### src/rtl/lu_pkg.sv
// Shared definitions for the logic unit and its result FIFO:
// op select encodings, default result width and the op type.
package lu_pkg;

    localparam int LU_DATA_W = 4;

    typedef enum logic [1:0] {
        OP_ONES = 2'b00,
        OP_OR   = 2'b01,
        OP_ZERO = 2'b10,
        OP_AND  = 2'b11
    } lu_op_e;

    // True when a constant-producing op came with data that contradicts it.
    function automatic logic lu_op_mismatch(input logic [1:0] op, input logic [31:0] data,
                                            input int width);
        logic [31:0] mask;
        mask = (width >= 32) ? '1 : ((32'd1 << width) - 32'd1);
        if (op == OP_ONES) return ((data & mask) != mask);
        if (op == OP_ZERO) return ((data & mask) != '0);
        return 1'b0;
    endfunction

endpackage

### src/rtl/lu_fifo_ram.sv
// Result storage: DEPTH entries of WIDTH bits, synchronous write and
// combinational read. Contents are intentionally not reset.
module lu_fifo_ram #(
    parameter int WIDTH = 6,
    parameter int DEPTH = 4,
    parameter int AW    = $clog2(DEPTH)
) (
    input  logic             clk,
    input  logic             we,
    input  logic [AW-1:0]    waddr,
    input  logic [WIDTH-1:0] wdata,
    input  logic [AW-1:0]    raddr,
    output logic [WIDTH-1:0] rdata
);

    logic [WIDTH-1:0] mem [DEPTH];

    always_ff @(posedge clk) begin
        if (we) begin
            mem[waddr] <= wdata;
        end
    end

    assign rdata = mem[raddr];

endmodule

### src/rtl/lu_result_fifo.sv
// Result FIFO behind the logic unit: buffers (result, op) pairs, flags
// constant-op results whose data contradicts the op, and decodes zero/ones heads.
module lu_result_fifo
    import lu_pkg::*;
#(
    parameter int DATA_W = LU_DATA_W,
    parameter int DEPTH  = 4
) (
    input  logic                     clk,
    input  logic                     rst,
    input  logic                     flush,
    input  logic                     in_valid,
    output logic                     in_ready,
    input  logic [DATA_W-1:0]        in_data,
    input  logic [1:0]               in_op,
    output logic                     out_valid,
    input  logic                     out_ready,
    output logic [DATA_W-1:0]        out_data,
    output logic [1:0]               out_op,
    output logic                     out_zero,
    output logic                     out_ones,
    output logic [$clog2(DEPTH):0]   count,
    output logic                     full,
    output logic                     empty,
    output logic                     op_err
);

    localparam int AW = $clog2(DEPTH);
    localparam int CW = AW + 1;

    // Handshake: a beat transfers on a cycle where valid and ready are both
    // high at the rising edge and flush is low; valid never waits on ready.

    logic [AW-1:0]       wr_ptr_q, wr_ptr_d;
    logic [AW-1:0]       rd_ptr_q, rd_ptr_d;
    logic [CW-1:0]       count_q, count_d;
    logic                op_err_q, op_err_d;
    logic                push, pop;
    logic [DATA_W+1:0]   rd_entry;

    assign full      = (count_q == CW'(DEPTH));
    assign empty     = (count_q == '0);
    assign in_ready  = !full;
    assign out_valid = !empty;
    assign count     = count_q;
    assign op_err    = op_err_q;

    assign push = in_valid && in_ready && !flush;
    assign pop  = out_valid && out_ready && !flush;

    always_comb begin
        wr_ptr_d = wr_ptr_q;
        rd_ptr_d = rd_ptr_q;
        count_d  = count_q;
        op_err_d = op_err_q;
        if (flush) begin
            wr_ptr_d = '0;
            rd_ptr_d = '0;
            count_d  = '0;
        end else begin
            // Pointers are AW bits wide, so the increment wraps modulo DEPTH.
            if (push) wr_ptr_d = wr_ptr_q + 1'b1;
            if (pop)  rd_ptr_d = rd_ptr_q + 1'b1;
            if (push && !pop)      count_d = count_q + 1'b1;
            else if (pop && !push) count_d = count_q - 1'b1;
            if (push && lu_op_mismatch(in_op, 32'(in_data), DATA_W)) op_err_d = 1'b1;
        end
    end

    always_ff @(posedge clk) begin
        if (rst) begin
            wr_ptr_q <= '0;
            rd_ptr_q <= '0;
            count_q  <= '0;
            op_err_q <= 1'b0;
        end else begin
            wr_ptr_q <= wr_ptr_d;
            rd_ptr_q <= rd_ptr_d;
            count_q  <= count_d;
            op_err_q <= op_err_d;
        end
    end

    lu_fifo_ram #(
        .WIDTH (DATA_W + 2),
        .DEPTH (DEPTH),
        .AW    (AW)
    ) u_ram (
        .clk   (clk),
        .we    (push && !rst),
        .waddr (wr_ptr_q),
        .wdata ({in_op, in_data}),
        .raddr (rd_ptr_q),
        .rdata (rd_entry)
    );

    assign out_op   = rd_entry[DATA_W+1:DATA_W];
    assign out_data = rd_entry[DATA_W-1:0];
    assign out_zero = out_valid && (out_data == '0);
    assign out_ones = out_valid && (&out_data);

endmodule

### config.mk
export PLATFORM = sky130hd
export DESIGN_NAME = lu_result_fifo
export DESIGN_NICKNAME = d
export VERILOG_FILES = /design/src/rtl/lu_pkg.sv /design/src/rtl/lu_fifo_ram.sv /design/src/rtl/lu_result_fifo.sv
export SDC_FILE = /design/constraint.sdc
export NUM_CORES = 1
export LEC_CHECK = 0
export CAP_MARGIN = 20
export CORE_ASPECT_RATIO = 1.5
export CORE_MARGIN = 5
export CORE_UTILIZATION = 50
export CTS_CLUSTER_DIAMETER = 150
export DETAILED_ROUTE_END_ITERATION = 10
export PLACE_DENSITY = 0.75
export SETUP_SLACK_MARGIN = 0.15
export SLEW_MARGIN = 20
export SYNTH_ARGS = -nofsm -noshare
export SYNTH_HDL_FRONTEND = slang
export SYNTH_SLANG_ARGS = --single-unit
### constraint.sdc
create_clock -name clk -period 3 [get_ports clk]
set_input_delay 0.75 -clock clk [delete_from_list [all_inputs] [get_ports clk]]
set_output_delay 0.75 -clock clk [all_outputs]
set_load 0.005 [all_outputs]
==> flow_summary.yaml, run 1 <==
yosys:
  synth_area_per_cell_um2: 15.16
  synth_cell_types: 26
  ys_ff_latch: 34
  synth_cells: 94
  synth_edf_count: 24
  synth_flop_cell: "edfxtp_1"
  async_flop_share: 0
  ys_warn_count: 0
  netlist_area_um2: 1425
  synth_nets: 111
  ys_seq_area_frac: 0.6462
detailed_routing:
  wl_um: 2446
  firstDrtPassIters: 6
  vias_per_cell: 5.169
  vias: 858
  drc: 0
  wl_per_cell_um: 14.73
  drt_iter0_drc: 26
  drtAntennaViolNets: 0
placed_design:
  dp_cells: 158
  placed_area_um2: 1739
  io_buffers: 26
  place.gp.congestion: 0.7247
  hpwlAfterDp_um: 1893
  pre_cts_slack_ns: 0.07258
global_route:
  grt_pass1_vias: 917
  grt_pass1_wl_um: 4236
  grtUsageTotal: 0.1514
  grt.overflow.total: 0
  grt_max_degree: 11
  antenna_found_initial: 0
worst_hold_path:
  min_path_type: "register to register"
  hp-start: "op_err"
clocking:
  post_cts_buffers: 0
  clockBufferDepth: 2
  clock-sinks: 34
  htreeDepth: 2
  clk_pin_slew_ns: 0.06
  clock_latency_ns: 0.28
  clockRootBuffer: "clkbuf_8"
  cts_tree: "built"
  cts_buffers: 5
timing:
  setup_viol: 0
  fin_crit_ns: 2.683
  relSlewSlack: 0.7792
  fin_ws_ns: 0.3170
  rsz0062_at_grt: "no"
  finalHoldViolCount: 0
  period_share: 0.8943
  max_clock_freq_mhz: 372.7
  final.setup.tns_ns: 0
  clock-skew-final_ns: 0.004332
  worst_pin_slew_ns: 0.3312
  drv_slew: 0
layout:
  n_antenna_cell: 0
  drive_above_1_share: 0.1395
  design_area_um2: 1829
  nets: 145
  ff_latch_area_um2: 924.6
  multi_input_area_um2: 466.7
  fin_cells: 166
  num-fill-cells: 215
  areaGrowthSynthToFinish_pct: 28.36
die:
  die_x_um: 53.59
  coreArea_um2: 2705
  initial_core_util: 0.5268
  io_pins: 27
  dieArea_um2: 4040
  fp-row-count: 23
  die_h_um: 75.39
worst_setup_path:
  r2r_start: "count[1]"
  startpoint_type: "register"
  arrival_ns: 1.93
  critical_path.slowest_cell: "mux4_2"
  slowest_delay_ns: 0.52
  crit_type: "register to output pin"
  cp_cell_sequence: "mux4_2 -> or4_1 -> nor2_1 -> clkbuf_2"
  crit_path_end_kind: "output pin"
  crit_required_ns: 2.25
  crit_fanout: 5
run:
  drv_cap: 0
power_and_ir_drop:
  vdd_drop_max_mv: 0.4037
  p_per_area_nw_per_um2: 515.2
  p_leak_nw: 0.6543
outcome:
  status: "completed"
## cells in the final DEF, fill, tap and decap left out, types with 2 or more instances in the layout
cell type	count
edfxtp_1	24
nand2_1	2
and2_1	4
or3_1	2
dfxtp_1	9
mux4_2	3
xor2_1	4
a31oi_1	2
buf_4	3
inv_1	6
ha_1	5
mux4_1	3
mux2i_1	2
nor3_1	2
or2_2	2
clkdlybuf4s50_1	25
nor2_1	11
nand3_1	2
clkbuf_8	6
## worst max-delay path: cells and delay by family (launching register included)
family                 cells  cell delay (ns)
buffers and inverters      1             0.12
muxes                      1             0.52
and+or+nand+nor            2             0.62
DFF                        1             0.38
## per-layer routing
layer / vias to the layer above / wire length (um) / global-route usage
li1: 409 / - / -
met1: 410 / 936 / 0.1743
met2: 32 / 1313 / 0.2510
met3: 7 / 148 / 0.05284
met4: 0 / 47 / 0.06818
met5: - / 0 / 0
## worst paths after layout
| path | to | slack (ns) | cells after the start |
|---|---|---|---|
| worst max-delay path | out_zero | 0.32 | 4 |
| worst min register to register | op_err | 0.51 | 2 |
| worst min-delay path | op_err | 0.51 | 2 |
| worst max register to register | count[2] | 0.74 | 11 |
## where the power goes
part           switching (mW)  internal [mW]  total [mW]
combinational          0.0384         0.0532      0.0915
sequential            0.00619          0.509       0.515
clock                   0.151          0.185       0.336
## area by class of cell
type / instances / area share
inverters: 6 / 0.01231
repair buffers: 29 / 0.1518
well taps: 37 / 0.02531
clock inverters: 1 / 0.002736
multi-input cells: 52 / 0.2551
clock buffers: 7 / 0.04720
flip-flops and latches: 34 / 0.5055
## cells in the mapped netlist, types with 3 or more instances
cell type / number / area [um^2]
edfxtp_1: 24 / 720.7
and2_1: 4 / 25.02
ha_1: 5 / 62.56
inv_1: 6 / 22.52
nor2_1: 11 / 41.29
mux4_1: 3 / 78.83
mux4_2: 3 / 67.56
xor2_1: 4 / 35.03
dfxtp_1: 10 / 200.2
## sequential cells by signal, summed over array words and instances (netlist names), named ones only
register and flops:
op_err 1, u_ram.mem 24, count 3, wr_ptr_q 2, rd_ptr_q 2
## metrics by stage
stage	hold slack [ns]	utilization	total power, mW
detailed placement	0.4765	0.6429	0.6178
CTS	0.4901	0.6776	0.9550
finish	0.5080	0.6762	0.9425
floorplan	0.4605	-	0.5642
global route	0.5424	0.6762	0.9864
global placement	0.4724	0.6429	0.6162
## repair_timing
item                                    in CTS  in global routing
hold buffers                                 0                  0
gates resized for setup                      3                  2
gates cloned                                 0                  0
endpoints found under the setup margin       1                  1
hold endpoints to repair                     0                  0
## cell families after synthesis
kind of cell,after synthesis,synth area share
DFF,34,0.6462
xor gates and xnor gates,5,0.03073
muxes,8,0.1168
adders and majority gates,6,0.05795
buffers and inverters,8,0.02633
AOI/OAI and AO/OA,4,0.01580
and+or+nand+nor,29,0.1062
Note: power is estimated with default switching activity, not from simulation.
==> run 2, diff against run 1 <==
- CORE_MARGIN: 5 -> 3
==> flow_summary.yaml, run 2 (synthesized netlist as in run 1, its figures left out) <==
die:
  initial_core_util: 0.5268
  die_h_um: 71.39
  coreArea_um2: 2705
  io_pins: 27
  fp-row-count: 23
  dieArea_um2: 3540
  die_x_um: 49.59
detailed_routing:
  wl_per_cell_um: 13.95
  drt_iter0_drc: 29
  wl_um: 2316
  vias_per_cell: 5.139
  drc: 0
  firstDrtPassIters: 4
  drtAntennaViolNets: 0
  vias: 853
global_route:
  antenna_found_initial: 0
  grtUsageTotal: 0.1504
  grt_pass1_wl_um: 3912
  grt_max_degree: 11
  grt.overflow.total: 0
  grt_pass1_vias: 859
clocking:
  clock-sinks: 34
  clockBufferDepth: 2
  cts_buffers: 5
  clock_latency_ns: 0.28
  clk_pin_slew_ns: 0.07
  clockRootBuffer: "clkbuf_8"
  cts.hold.buffers_added: 0
  cts_tree: "built"
  htreeDepth: 2
worst_setup_path:
  reg2reg_to: "count[2]"
  r2r_start: "count[1]"
  endpoint: "out_zero"
  crit_type: "register to output pin"
  r2r_setup_slack_ns: 0.76
  arrival_ns: 1.96
  crit_fanout: 5
  rr_worst_depth: 11
  crit_required_ns: 2.25
  startpoint_type: "register"
  crit_path_end_kind: "output pin"
layout:
  n_antenna_cell: 0
  layout_common_cells: "clkdlybuf4s50_1 (25), edfxtp_1 (24), nor2_1 (11)"
  final_common_cell: "clkdlybuf4s50_1"
  design_area_um2: 1823
  largest_reg_flops: 24
  drive_above_1_share: 0.1395
  nets: 145
  largest_register: "u_ram.mem"
  num-fill-cells: 216
  areaGrowthSynthToFinish_pct: 27.92
worst_hold_path:
  hp-start: "op_err"
  min_path_type: "register to register"
timing:
  period_share: 0.9023
  final.setup.tns_ns: 0
  fin_crit_ns: 2.707
  relSlewSlack: 0.7878
  drv_slew: 0
  worst_pin_slew_ns: 0.3183
  max_clock_freq_mhz: 369.4
  setup_viol: 0
  finalHoldViolCount: 0
  rsz0062_at_grt: "no"
  clock-skew-final_ns: 0.004417
power_and_ir_drop:
  p_leak_nw: 0.6502
  vdd_drop_max_mv: 0.3627
  p_per_area_nw_per_um2: 503.5
placed_design:
  io_buffers: 26
  hpwlAfterDp_um: 1779
  place.gp.congestion: 0.7504
  placed_area_um2: 1739
outcome:
  status: "completed"
run:
  drv_cap: 0
[run 2: how the worst min path moves through the flow]
stage	cells past startpoint	slack [ns]	end
finish	2	0.50	op_err
detailed placement	2	0.49	op_err
CTS	2	0.50	op_err
global placement	2	0.47	op_err
floorplan	2	0.46	op_err
global route	2	0.58	count[2]
[run 2: repair_timing]
item,4_1_cts,5_1_grt
setup buffers,0,0
resized for setup,3,3
cloned,0,0
setup endpoints to repair,1,1
[run 2: cell type report]
class                           instances  area (um^2)  area share
Multi-Input combinational cell         52        470.5      0.2581
Timing Repair Buffer                   29        277.8      0.1524
Tap cell                               37        46.29     0.02539
Clock buffer                            6        72.57     0.03981
Inverter                                6        22.52     0.01235
Clock inverter                          2        8.758    0.004804
Sequential cell                        34        924.6      0.5072
[run 2: worst max-delay path, stage by stage (launching register included)]
cell and delay [ns]:
dfxtp_4 0.39, mux4_2 0.53, or4_4 0.54, nor2_1 0.10
clkbuf_2 0.12
[run 2: power by group]
part           leakage [nW]  internal, mW  switching (mW)
clock network        0.0426         0.159           0.153
registers             0.299         0.509         0.00606
logic                 0.309        0.0532          0.0369
total                 0.650         0.721           0.196
[run 2: through the flow]
step                        util  hold slack [ns]  std cells  setup slack, ns  total power [mW]
final                     0.6739           0.4983        166           0.2931            0.9179
after global routing      0.6739           0.5755        166           0.2174            0.9510
after CTS                 0.6739           0.5047        166           0.1706            0.9261
after detailed placement  0.6429           0.4915        158          0.09028            0.6163
after global placement    0.6429           0.4718        158           0.1445            0.6154
after floorplan                -           0.4605         94           0.6619            0.5642
[run 2: per-layer routing]
metal,vias to the layer above,global-route usage,share of wire
met1,410,0.1636,0.39
li1,412,-,-
met3,6,0.04366,0.050
met4,0,0.08308,0.025
met2,25,0.2592,0.53
met5,-,0,0
==> run 3, diff against run 2 <==
- ABC_CLOCK_PERIOD_IN_PS: default -> 3000
==> results of run 3 <==
The final DEF is identical to that of run 2; final timing and power are the same.
